## src/rtl/hazard_scoreboard.sv

```systemverilog
// hazard_scoreboard: tracks in-flight register writes over DEPTH post-decode slots,
// decides decode-stage stall and registers EX forward selects for the entering instruction.
module hazard_scoreboard #(
    parameter int REG_W      = 5,
    parameter int DEPTH      = 3,
    parameter int LOAD_LAT   = 1,
    parameter int KILL_SLOTS = 1,
    parameter int FWD_W      = 2
) (
    input  logic             clk,
    input  logic             rst,
    input  logic             id_valid,
    input  logic [REG_W-1:0] id_rs1,
    input  logic [REG_W-1:0] id_rs2,
    input  logic             id_use_rs1,
    input  logic             id_use_rs2,
    input  logic             id_wr_en,
    input  logic [REG_W-1:0] id_wrreg,
    input  logic             id_is_load,
    input  logic             flush,
    output logic             stall,
    output logic             ex_valid,
    output logic [FWD_W-1:0] ex_fwd_rs1,
    output logic [FWD_W-1:0] ex_fwd_rs2,
    output logic [31:0]      stall_cnt
);
    logic [DEPTH-1:0] v_q, v_d, wr_q, wr_d, ld_q, ld_d;
    logic [REG_W-1:0] wrreg_q [DEPTH];
    logic [REG_W-1:0] wrreg_d [DEPTH];
    logic             ex_valid_q;
    logic [FWD_W-1:0] fwd1_q, fwd2_q, sel1, sel2;
    logic             haz1, haz2, enter;
    logic [31:0]      stall_cnt_q;

    // Scan oldest to youngest so the youngest matching producer overrides.
    function automatic logic [FWD_W:0] lookup(input logic [REG_W-1:0] s);
        logic             haz;
        logic [FWD_W-1:0] sel;
        int               m;
        haz = 1'b0;
        sel = '0;
        for (int k = DEPTH - 1; k >= 0; k--) begin
            if (v_q[k] && wr_q[k] && wrreg_q[k] == s && s != '0) begin
                m   = ld_q[k] ? 1 + LOAD_LAT : 1;
                haz = (k + 1 < m);
                sel = (haz || k + 1 > DEPTH - 1) ? '0 : FWD_W'(k + 1);
            end
        end
        return {haz, sel};
    endfunction

    always_comb begin
        {haz1, sel1} = lookup(id_rs1);
        {haz2, sel2} = lookup(id_rs2);
        stall = id_valid & ~flush & ((haz1 & id_use_rs1) | (haz2 & id_use_rs2));
        enter = id_valid & ~stall & ~flush;
        v_d   = {v_q[DEPTH-2:0], enter};
        wr_d  = {wr_q[DEPTH-2:0], enter & id_wr_en};
        ld_d  = {ld_q[DEPTH-2:0], enter & id_is_load};
        wrreg_d[0] = enter ? id_wrreg : '0;
        for (int j = 1; j < DEPTH; j++) wrreg_d[j] = wrreg_q[j-1];
        // Flush squashes the wrong-path instructions that just moved into slots 1..KILL_SLOTS.
        if (flush) begin
            for (int j = 1; j <= KILL_SLOTS; j++) begin
                v_d[j]     = 1'b0;
                wr_d[j]    = 1'b0;
                ld_d[j]    = 1'b0;
                wrreg_d[j] = '0;
            end
        end
    end

    always_ff @(posedge clk) begin
        if (rst) begin
            v_q         <= '0;
            wr_q        <= '0;
            ld_q        <= '0;
            wrreg_q     <= '{default: '0};
            ex_valid_q  <= 1'b0;
            fwd1_q      <= '0;
            fwd2_q      <= '0;
            stall_cnt_q <= '0;
        end else begin
            v_q         <= v_d;
            wr_q        <= wr_d;
            ld_q        <= ld_d;
            wrreg_q     <= wrreg_d;
            ex_valid_q  <= enter;
            fwd1_q      <= enter ? sel1 : '0;
            fwd2_q      <= enter ? sel2 : '0;
            stall_cnt_q <= (stall && stall_cnt_q != '1) ? stall_cnt_q + 32'd1 : stall_cnt_q;
        end
    end

    assign ex_valid   = ex_valid_q;
    assign ex_fwd_rs1 = fwd1_q;
    assign ex_fwd_rs2 = fwd2_q;
    assign stall_cnt  = stall_cnt_q;
endmodule

```

## config.mk

```make
export PLATFORM = sky130hd
export DESIGN_NAME = hazard_scoreboard
export DESIGN_NICKNAME = d
export VERILOG_FILES = /design/src/rtl/hazard_scoreboard.sv
export SDC_FILE = /design/constraint.sdc
export NUM_CORES = 1
export LEC_CHECK = 0
export ABC_AREA = 1
export CORE_MARGIN = 5
export CORE_UTILIZATION = 45
export CTS_CLUSTER_SIZE = 16
export DETAILED_ROUTE_END_ITERATION = 8
export PLACE_DENSITY = 0.78
export SLEW_MARGIN = 15
export SYNTH_ARGS = -nofsm -noshare
export SYNTH_HDL_FRONTEND = slang
export SYNTH_SLANG_ARGS = --single-unit
export TNS_END_PERCENT = 50
```

## constraint.sdc

```tcl
create_clock -name clk -period 1.85 [get_ports clk]
set_input_delay 0.37 -clock clk [delete_from_list [all_inputs] [get_ports clk]]
set_output_delay 0.37 -clock clk [all_outputs]
set_load 0.005 [all_outputs]
```

## Word-level counts from Yosys, hierarchy flattened

Index checks and enable logic that the tools add are counted.

- Bits in read-only memories: 0
- Bits in latches: 0
- Memories: 0
- Word-level logic and storage cells: 71
- RAM bits: 0
- Register bits: 61

- Add/sub/neg operators: 1
- Bitwise gates (word level): 12
- Divide/modulo/power cells: 0
- Equality and inequality tests: 7
- Shift-type cells: 0
- Multiplexer cells: 15
- $mul: 0
- Reduce and logical (&&, ||, !) cells: 20
- Magnitude comparators: 3

Operator list:

| kind | number |
|---|---|
| adder 32 x 1 -> 32 bit (second input constant) | 1 |
| != test 32 bit (second input constant) | 1 |
| == test 5 bit | 6 |
| logical AND 1 bit | 16 |
| two-way mux 2 bit | 8 |
| nonzero test 5 bit | 2 |
| AND 1 bit | 8 |
| two-way mux 1 bit | 7 |
| < comparator 2 bit (first input constant) | 2 |
| OR reduction 2 bit | 2 |
| inverter 1 bit | 3 |
| < comparator 1 x 2 -> 1 bit (first input constant) | 1 |
| OR 1 bit | 1 |

## Longest topological paths before layout

- Depth after elaboration: 14
- Mapped depth: 12

## Worst setup path after synthesis

Ideal clock, no wire load.

- Path type: reg2reg
- Start: reg stall_cnt_q[0] (netlist: stall_cnt[0])
- End: reg stall_cnt_q[10] (netlist: stall_cnt[10])
- Buffers on the path: 1
- Data arrival time: 1.631 ns
- Path slack: 0.087 ns
- Library setup time: 0.132 ns
- Period minus slack after synthesis: 1.763 ns
- Stages on the path, launching flop included: 10
- Path through: dfxtp_1 -> ha_1 -> nand3_2 -> inv_2 -> nand2_2 -> nor2_2 -> nand4_2 -> clkbuf_1 -> nand4_1 -> a21oi_1

- Cells in the longest elaborated chain, start to end: 2
- Elaborated cells between the ends (all ways): 3
- Classes of those cells: add/sub (1); eq/ne (1); reduce/logical (1)

RTL lines:

| item | line | RTL |
|---|---|---|
| from (decl) | 33 | `logic [31:0] stall_cnt_q;` |
| from (signal assigned) | 91 | `stall_cnt_q <= (stall && stall_cnt_q != '1) ? stall_cnt_q + 32'd1 : stall_cnt_q;` |
| parallel branches: the longest is 2 deep, another holds adder 32 x 1 -> 32 bit | - |  |

Several ways; the timed one is not identified.
A chain may end at the register's enable or synchronous reset.

## Worst setup path in the final report

- Start: reg wrreg_q[12] (netlist name)
- End: out stall

- Cells in the longest elaborated chain, start to end: 7
- Elaborated cells between the ends (all ways): 12
- Classes of those cells: eq/ne (2); mux (2); bitwise (4); reduce/logical (4)

RTL lines:

| item | line | RTL |
|---|---|---|
| from (decl) | 28 | `logic [REG_W-1:0] wrreg_q [DEPTH];` |
| from (signal assigned) | 87 | `wrreg_q <= wrreg_d;` |
| == test 5 bit | 43 | `if (v_q[k] && wr_q[k] && wrreg_q[k] == s && s != '0) begin` |
| logical AND 1 bit (2 in a row) | 43 |  |
| two-way mux 1 bit | 43 |  |
| AND 1 bit | 55 | `stall = id_valid & ~flush & ((haz1 & id_use_rs1) \| (haz2 & id_use_rs2));` |
| OR 1 bit (*) | 55 |  |
| AND 1 bit (*) | 55 |  |
| to (decl) | 21 | `output logic stall,` |

Every way passes the cells marked *; elsewhere a longest branch is shown, timed or not.

==> flow_metrics.env <==
export IMPL_status="complete, but fails checks"
export IMPL_violations="setup timing"
export IMPL_die_y_um=92.6
export IMPL_drive_gt1_share_pct=16.6
export IMPL_mostFrequentLayoutCells="nand2_1, nor2_1, clkdlybuf4s50_1, buf_4, dfxtp_1"
export IMPL_ys_types=26
export IMPL_htree_levels=2
export IMPL_die_w_um=92.6
export IMPL_drt_total_wl_um=9930
export IMPL_cts_tree="yes"
export IMPL_max_stage_delay_ns=0.35
export IMPL_wl_per_cell_um=14.6
export IMPL_synthCells=496
export IMPL_grt_pass1_vias=3326
export IMPL_r2r_start="stall_cnt[1]"
export IMPL_hpwl_um=7220
export IMPL_drtIter0Drc=321
export IMPL_maxSlewHeadroom_pct=72.5
export IMPL_syn_cell_area_mm2=0.00307
export IMPL_numCtsBuffers=5
export IMPL_die_area_mm2=0.00857
export IMPL_top_layer_used="met4"
export IMPL_drc=0
export IMPL_finalCritPeriodShare_pct=104
export IMPL_routed_wl_met3_um=771
export IMPL_drv_slew=0
export IMPL_ant_nets=0
export IMPL_hold_class="flip-flop to flip-flop"
export IMPL_postSynth_asyncResetShare_pct=0
export IMPL_cts_buffer_depth=2
export IMPL_crit_type="flip-flop to output port"
export IMPL_slowest_stage="dfxtp_2"
export IMPL_clock_latency_ns=0.31
export IMPL_r2r_end="stall_cnt[0]"
export IMPL_power_frac_clock_pct=38.3
export IMPL_worstHoldStart="wr_q[0]"
export IMPL_cp_start_kind="flip-flop"
export IMPL_rows=30
export IMPL_layout_cells_most_common="nand2_1"
export IMPL_drt_vias_per_instance=5.36
export IMPL_hold_viol_final=0
export IMPL_core_area_mm2=0.00672
export IMPL_switching_share_pct=23.0
export IMPL_root_buffer="clkbuf_8"
export IMPL_hold_end="wr_q[1]"
export IMPL_p_leak_uw=0.00170
export IMPL_whs_path_depth=2
export IMPL_num_fill_cells=614
export IMPL_path_cells="inv_2 > nand2_1 > nand2_1 > nand3_1 > nor2_1 > nand4_1 > nand2_4 > nand2_2 > inv_1 > buf_2"
export IMPL_grt_max_degree=36
export IMPL_antenna_found_initial=0
export IMPL_critPathCaptureType="output port"
export IMPL_regToRegSetupSlack_ns=0.01
export IMPL_setup_tns_final_ns=-0.0819
export IMPL_avgSynthCellArea_um2=6.19
export IMPL_layout_min_cycle_time_ns=1.93
export IMPL_synth_edf_count=0
export IMPL_grt_use_total_pct=22.7
export IMPL_finalSetupViolations=1
export IMPL_io_pins=61
export IMPL_clk_pin_slew_ns=0.10
export IMPL_hold_ws_ns=0.450
export IMPL_syn_nets=520
export IMPL_synth_seq_cells=51
export IMPL_internal_power_uw=1580
export IMPL_synth_warnings=0
export IMPL_final_nets=621
export IMPL_design_area_mm2=0.00429
export IMPL_layout_setup_ws_ns=-0.0819
export IMPL_firstDrtPassIters=6
export IMPL_gp_congestion=0.958
export IMPL_wl_met1_um=4410
export IMPL_rr_worst_depth=13
export IMPL_cp_required_ns=1.48
export IMPL_dr_wl_met2_um=4570
export IMPL_ys_flop_type="dfxtp_1"
export IMPL_vdd_drop_max_mv=0.364
export IMPL_combPwrFrac_pct=7.8
export IMPL_grt_first_pass_wirelength_um=15900
export IMPL_seq_power_share_pct=53.9
export IMPL_rsz0062_at_grt="true"
export IMPL_path_common_cell="nand2_1"
export IMPL_skew_ns=0.00494
export IMPL_syn_to_final_growth_pct=39.8
export IMPL_fmax_mhz=518
export IMPL_start_util_pct=45.7
export IMPL_maxCapViolCount=0
export IMPL_portBuffers=60
export IMPL_num_vias=3636
export IMPL_dp_slack_ns=-0.745
export IMPL_placed_area_mm2=0.00400
export IMPL_cts_sinks=51
export IMPL_overflow=0
export IMPL_worst_slew_pin_slew_ns=0.412
export IMPL_arrival_ns=1.56
export IMPL_p_sw_uw=474
export IMPL_cellPowerDensity_mw_per_mm2=480
export IMPL_num_antenna_cells=0
export IMPL_worst_path_max_fanout=3
export IMPL_ys_seq_area_share_pct=33.3
[cells by family (layout without fill, tap and decap cells)]
logic type	after synthesis	count (layout)	synth area share, %
flip-flops	51	51	33.3
AND/OR/NAND/NOR	332	332	47.4
AO/OA/AOI/OAI	36	36	6.20
adder cells (fa/ha/maj)	1	1	0.408
XOR/XNOR	18	18	5.14
buffers and inverters	58	160	7.59
[flip-flops by register name, indices dropped and copies added, names as in the netlist]
register and cells:
ld_q 1, ex_fwd_rs2 2, wrreg_d 5, ex_fwd_rs1 2
wrreg_q 5, stall_cnt 32, wr_q 2, v_q 2
[routing by layer]
| layer | track usage, % | vias up |
|---|---|---|
| met3 | 4.22 | 16 |
| met2 | 36.7 | 153 |
| met5 | 0 | - |
| met1 | 30.7 | 1662 |
| li1 | - | 1805 |
| met4 | 7.05 | 0 |
[metrics by stage]
| step | utilization [%] | total power [uW] | std cells |
|---|---|---|---|
| 6_report | 63.8 | 2060 | 678 |
| 2_1_floorplan | - | 1200 | 496 |
| 3_3_place_gp | 59.5 | 1290 | 660 |
| 5_1_grt | 63.8 | 2130 | 678 |
| 4_1_cts | 61.6 | 2070 | 672 |
| 3_5_place_dp | 59.5 | 1290 | 660 |
[power groups by stage]
stage	clock network, uW	registers, uW	logic, uW
after floorplan	0	1130	66.9
after global placement	0	1130	157
after detailed placement	0	1130	160
after CTS	801	1110	157
after global routing	844	1110	177
final	788	1110	160
[Yosys cell counts (2+ instances only)]
cell type | number | area share, %
nand4_1 | 35 | 7.1
or2_2 | 2 | 0.41
nor2_1 | 88 | 11
dfxtp_1 | 51 | 33
xnor2_1 | 6 | 1.7
nor2_2 | 2 | 0.41
nor3_1 | 3 | 0.49
nand3_1 | 11 | 1.8
nand2_2 | 2 | 0.41
xor2_1 | 12 | 3.4
inv_1 | 41 | 5.0
nand3_2 | 2 | 0.65
a21oi_1 | 32 | 5.2
a211oi_1 | 2 | 0.49
buf_2 | 3 | 0.49
nand3b_1 | 15 | 3.7
buf_4 | 3 | 0.73
nand2_1 | 169 | 21
clkbuf_1 | 10 | 1.2
[worst max-delay path: cells and delay by family, from the launching register on]
kind                   cells  cell delay (ns)
buffers and inverters      3             0.22
AND/OR/NAND/NOR            7             0.69
flip-flops                 1             0.35
[final cells by class]
| class | instances | area [um2] | share of cell area, % |
|---|---|---|---|
| multi-input cells | 387 | 1860 | 43.3 |
| flip-flops and latches | 51 | 1040 | 24.2 |
| repair buffers | 110 | 1020 | 23.9 |
| inverters | 42 | 158 | 3.68 |
| well taps | 80 | 100 | 2.33 |
| clock buffers | 5 | 68.8 | 1.60 |
| clock inverters | 3 | 43.8 | 1.02 |
[what timing repair did]
item / 4_1_cts / 5_1_grt
pin swaps: 8 / 7
setup endpoints to repair: 33 / 33
gates resized for setup: 30 / 23
setup buffers: 4 / 4
cloned: 0 / 2
hold buffers: 0 / 0
[how the worst max path moves through the flow]
stage	start	to	slack, ns	cells after the start
after detailed placement	id_rs2[3]	stall	-0.74	12
after CTS	wrreg_q[11]	stall	-0.08	11
after floorplan	stall_cnt[0]	stall_cnt[10]	0.09	9
after global routing	wr_q[0]	stall	-0.20	9
after global placement	id_rs2[2]	stall	-0.69	12
final	wrreg_q[12]	stall	-0.08	10
Note: power is estimated with default switching activity, not from simulation.
==> edit 1 (same settings) <==
Change the parameter `REG_W` from 5 to 4.
--- a/src/rtl/hazard_scoreboard.sv
+++ b/src/rtl/hazard_scoreboard.sv
@@ -1,7 +1,7 @@
 // hazard_scoreboard: tracks in-flight register writes over DEPTH post-decode slots,
 // decides decode-stage stall and registers EX forward selects for the entering instruction.
 module hazard_scoreboard #(
-    parameter int REG_W      = 5,
+    parameter int REG_W      = 4,
     parameter int DEPTH      = 3,
     parameter int LOAD_LAT   = 1,
     parameter int KILL_SLOTS = 1,
Interface: changed (resized id_rs1, id_rs2 and id_wrreg); port bits go from 61 to 58. The function was not compared with the original's and may differ.
==> edit 1 against the original RTL <==
The flow still finishes with violations (setup timing); largest cell class unchanged; design area rose by 1.4%; register-to-register slack got worse by 0.03 ns; maximum frequency rose by 2.0%; power fell by 1.4%; wire length fell by 1.3%; clock skew rose by 0.0048 ns; area after synthesis fell by 4.5%; cell count fell by 6.2%; die area fell by 4.0%; sequential cell count fell by 2; worst setup slack improved by 0.038 ns; non-clock buffer count fell by 6; sequential share of layout area fell by 1.2 points; utilization rose by 4.6 points.
==> edit 1: results (changes against the original RTL) <==
- Status: complete, but fails checks
- Failing checks: setup timing
- DRT iter0 DRCs: 202 (-37%)
- Worst skew pair latency: 0.30 ns
- Total CTS buffers: 5 (unchanged)
- CP max stage cell: dlygate4sd2_1
- Fin Clk Skew: 0.009793 ns (+0.004850 ns)
- CTS Buffer Depth: 2 (unchanged)
- Top Family by Delay on Critical Path: simple AND/OR/NAND/NOR gates
- Cell variety after synth: 23 (-12%)
- Net Count, Synth: 485 (-6.7%)
- Initial antenna violation count: 0 (unchanged)
- Ys async rst share: 0% (unchanged)
- Largest net degree at the start of global routing: 34 (-5.6%)
- Final GP Congestion: 0.9766 (+2.0%)
- Pleak: 1.656 nW (-2.8%)
- CTS H-tree lvls: 2 (unchanged)
- Clk root buf: clkbuf_8
- Setup slack at placement: -0.6143 ns (+0.1306 ns)
- Reg clk slew, reported paths: 0.09 ns
- Number of global-route vias before repair: 3109 (-6.5%)
- Max FO, Critical Path: 3 (unchanged)
- Peak VDD IR: 0.4944 mV (+36%)
- Routed WL: 9796 um (-1.3%)
- First-pass GRT wire length: 14660 um (-8.0%)
- CP Data Arrival Time: 1.52 ns (-0.04 ns)
- # nets final: 579 (-6.8%)
- Fill count: 537 (-13%)
- Ys Warns: 0 (unchanged)
- Vias per cell: 5.368 (about the same)
- Largest register FFs: 32 (unchanged)
- Slowest Stage Delay on Critical Path: 0.26 ns (-0.09 ns)
- All-layer global routing usage: 21.34% (-1.4 points)
- Post-synth top flop: dfxtp_1
- Input/output buffers: 57 (-5.0%)
- Register area share after synthesis: 33.48% (+0.20 points)
- Synth cell count leaders: nand2_1 (160), nor2_1 (75), dfxtp_1 (49)
- Worst Slack Setup Final: -0.04393 ns (+0.03796 ns)
- Number of antenna repair diodes: 0 (unchanged)
- Rel. slew slack: 71.77% (-0.77 points)
- Fin Setup TNS: -0.1727 ns (-0.09085 ns)
- First-pass DRT Iterations: 5 (-1)
- DP Wirelength: 6604 um (-8.5%)
- Setup violators final: 15 (+14)
- Hold crit path type: flip-flop to flip-flop
- Share of cells above drive strength 1: 23.08% (+6.5 points)
- Synth area leaders: dfxtp_1 (33%), nand2_1 (20%), nor2_1 (9.6%), nand4_1 (7.0%), a21oi_1 (5.8%)
[edit 1: report_power, final]
group          total (mW)  leakage, nW  internal, mW  switching (mW)
Clock               0.816       0.0574         0.440           0.376
Sequential           1.07        0.402          1.06         0.00543
Combinational       0.147         1.20        0.0694          0.0774
[edit 1: worst min-delay path: cells and delay by family, from the launching register on]
| family | cells | cell delay (ns) |
|---|---|---|
| AND/OR/NAND/NOR | 1 | 0.05 |
| flip-flops | 1 | 0.33 |
| buffers and inverters | 1 | 0.06 |
[edit 1: worst paths after layout]
check              start            end  slack, ns  cells after the start
min reg2reg      wr_q[0]        wr_q[1]       0.48                      2
max reg2reg  wrreg_q[11]  stall_cnt[25]      -0.02                     12
min              wr_q[0]        wr_q[1]       0.48                      2
max            id_rs1[3]          stall      -0.04                     12
[edit 1: metrics by stage]
stage                     hold slack [ns]  utilization (%)  area, sq um  instances
after floorplan                    0.4086                -         2930        464
after global placement             0.4184            59.03         3749        613
after detailed placement           0.4282            59.03         3749        613
after CTS                          0.4539            61.38         3897        625
after global routing               0.5187            68.47         4348        636
final                              0.4807            68.47         4348        636
[edit 1: what timing repair did]
action	in CTS	in global routing
gates cloned	0	5
endpoints found under the setup margin	33	33
pin swaps	6	5
gates resized for setup	22	82
buffers inserted	4	6
[edit 1: per-layer routing]
metal	GRT usage [%]	routed length, um	vias up
met5	0	0	-
met4	5.087	187	0
met3	4.083	758	20
met2	35.17	4695	152
met1	28.62	4155	1556
li1	-	-	1686
[edit 1: cell type report]
cell class              instances  area share (%)
repair buffers                104           24.12
multi-input cells             361           44.78
clock buffers                   6           1.899
clock inverters                 2          0.8633
inverters                      37           3.194
flip-flops and latches         49           22.94
well taps                      77           2.216
[edit 1: cells by family after synthesis]
family          Yosys count  share of synthesized area (%)
flops                    49                          33.48
buf+inv                  54                          7.857
simple gates            302                          45.35
compound gates           37                          6.618
xor+xnor                 21                          6.277
fa+ha+maj                 1                         0.4269
==> edit 2 (same settings) <==
Without the edit above. Put one more register stage on the output `stall_cnt`, cleared by the reset. The value now appears one clock later. The other outputs are not delayed to match.
--- a/src/rtl/hazard_scoreboard.sv
+++ b/src/rtl/hazard_scoreboard.sv
@@ -95,6 +95,12 @@
     assign ex_valid   = ex_valid_q;
     assign ex_fwd_rs1 = fwd1_q;
     assign ex_fwd_rs2 = fwd2_q;
-    assign stall_cnt  = stall_cnt_q;
+    always_ff @(posedge clk) begin
+        if (rst) begin
+            stall_cnt <= '0;
+        end else begin
+            stall_cnt <= stall_cnt_q;
+        end
+    end
 endmodule
 
Formal check against the unedited RTL: not equivalent (Yosys sat finds a counterexample within 4 cycles, from zero or initial values and one cycle with rst high).
==> edit 2 against the original RTL <==
The flow still finishes with violations (setup timing); via count is 11% higher; hold slack got worse by 0.21 ns; combinational power grew 10%; area after synthesis rose by 31%; sequential cell count increased by 32; wire length up 5.8%; synthesized cell count increased by 19%; first-iteration DRC count shrank 9.3%; worst setup slack got worse by 0.036 ns; design area increased by 22%; power grew 67%; die area up 27%.
==> edit 2: results (changes against the original RTL) <==
- First-pass DRT Iterations: 7 (+1)
- First-pass GRT wire length: 17750 um (+11%)
- All-layer global routing usage: 19.55% (-3.2 points)
- CTS H-tree lvls: 3 (+1)
- Reg-to-reg critical path endpoint: stall_cnt_q[25]
- Vias per cell: 5.074 (-5.4%)
- Ys async rst share: 0% (unchanged)
- CP Data Arrival Time: 1.60 ns (+0.04 ns)
- Placed cells: 776 (+18%)
- WL per Instance: 13.18 um (-10%)
- Hold EP: stall_cnt[31]
- Non-Filler Instances: 797 (+18%)
- Worst Slack Setup Final: -0.1178 ns (-0.03596 ns)
- Min Hold Slack: 0.2421 ns (-0.2076 ns)
- Final GP Congestion: 0.9286 (-3.0%)
- Hold crit path type: input port to flip-flop
- Hold depth: 2 (unchanged)
- # nets final: 709 (+14%)
- Rel. slew slack: 60.72% (-12 points)
- Fill count: 760 (+24%)
- Largest net degree at the start of global routing: 60 (+67%)
- Met3 usage: 4.904% (+0.68 points)
- DP Wirelength: 7617 um (+5.5%)
- Failing checks: setup timing
- Synth area leaders: dfxtp_1 (41%), nand2_1 (15%), nor2_1 (10%), inv_1 (6.4%), nand4_1 (5.8%)
- GRT met1 Usage: 24.74% (-6.0 points)
- Worst skew pair latency: 0.36 ns (+0.05 ns)
- Reg2Reg Depth: 11 (-2)
- Peak VDD IR: 0.4761 mV (+31%)
- Fin Clk Skew: 0.01120 ns (+0.006261 ns)
- Total CTS buffers: 9 (+4)
- Post-DP Area: 4903 sq um (+23%)
- Setup slack at placement: -0.8059 ns (-0.06104 ns)
- Setup violators final: 14 (+13)
- Worst Setup SP: wr_q[0]
- Status: complete, but fails checks
- Syn Inst Count: 590 (+19%)
- Post-synth top flop: dfxtp_1
- Reg2Reg Setup Slack: -0.04 ns (-0.05 ns)
- Hold_sp: rst
- Synth cell count leaders: nand2_1 (163), nor2_1 (109), dfxtp_1 (83)
- Pleak: 2.058 nW (+21%)
- Number of global-route vias before repair: 3808 (+14%)
- Max FO, Critical Path: 2 (-1)
- Net Count, Synth: 614 (+18%)
- Register area share after synthesis: 41.45% (+8.2 points)
- GR Util met2: 31.49% (-5.2 points)
- DRT iter0 DRCs: 291 (-9.3%)
- Critical Path End: stall
- Fin Setup TNS: -0.3431 ns (-0.2612 ns)
- Share of cells above drive strength 1: 16.40% (-0.15 points)
- Cell variety after synth: 28 (+7.7%)
- Slowest Stage Delay on Critical Path: 0.34 ns
- FF/Latch Area: 1670 sq um (+61%)
==> edit 2: cell count changes after synthesis, moves of 3 or more <==
cell,change
nand3_1,+13
buf_6,+6
inv_1,+27
nand2_1,-6
xnor2_1,-5
xor2_1,+5
nand3b_1,-14
nor2_4,+5
nor2_2,+3
dfxtp_1,+32
buf_1,+3
nor2_1,+21
==> edit 2: final cells by class <==
cell class                      count  area share (%)
Multi-Input combinational cell    415           38.31
Tap cell                          108           2.586
Clock inverter                      4           1.412
Clock buffer                       11           2.897
Inverter                           71           5.099
Sequential cell                    83           31.96
Timing Repair Buffer              105           17.74
==> edit 2: worst max-delay path, delay by kind of cell (launching register included) <==
kind,cells,cell delay (ns)
AND/OR/NAND/NOR,6,0.64
flip-flops,1,0.34
buffers and inverters,2,0.13
AO/OA/AOI/OAI,1,0.12
==> edit 2: metal layers <==
| layer | wire length [um] | vias to the layer above |
|---|---|---|
| li1 | - | 2042 |
| met1 | 4512 | 1823 |
| met2 | 5036 | 152 |
| met3 | 718 | 27 |
| met4 | 236 | 0 |
| met5 | 0 | - |
==> edit 2: cell families after synthesis <==
kind of cell	count (synthesis)	share of synthesized area, %
AO/OA/AOI/OAI	40	5.274
XOR/XNOR	18	3.933
adder cells (fa/ha/maj)	1	0.3121
buffers and inverters	92	9.925
flip-flops	83	41.45
AND/OR/NAND/NOR	356	39.11
==> edit 2: where the power goes <==
| group | leakage [nW] | total, mW | internal (mW) | switching [mW] |
|---|---|---|---|---|
| Sequential | 0.672 | 1.80 | 1.79 | 0.00566 |
| Combinational | 1.27 | 0.176 | 0.0783 | 0.0982 |
| Clock | 0.115 | 1.47 | 0.826 | 0.639 |
==> edit 2: what timing repair did <==
action / CTS / global route
pin swaps: 6 / 6
setup endpoints to repair: 33 / 33
setup buffers: 3 / 3
gates resized for setup: 35 / 11
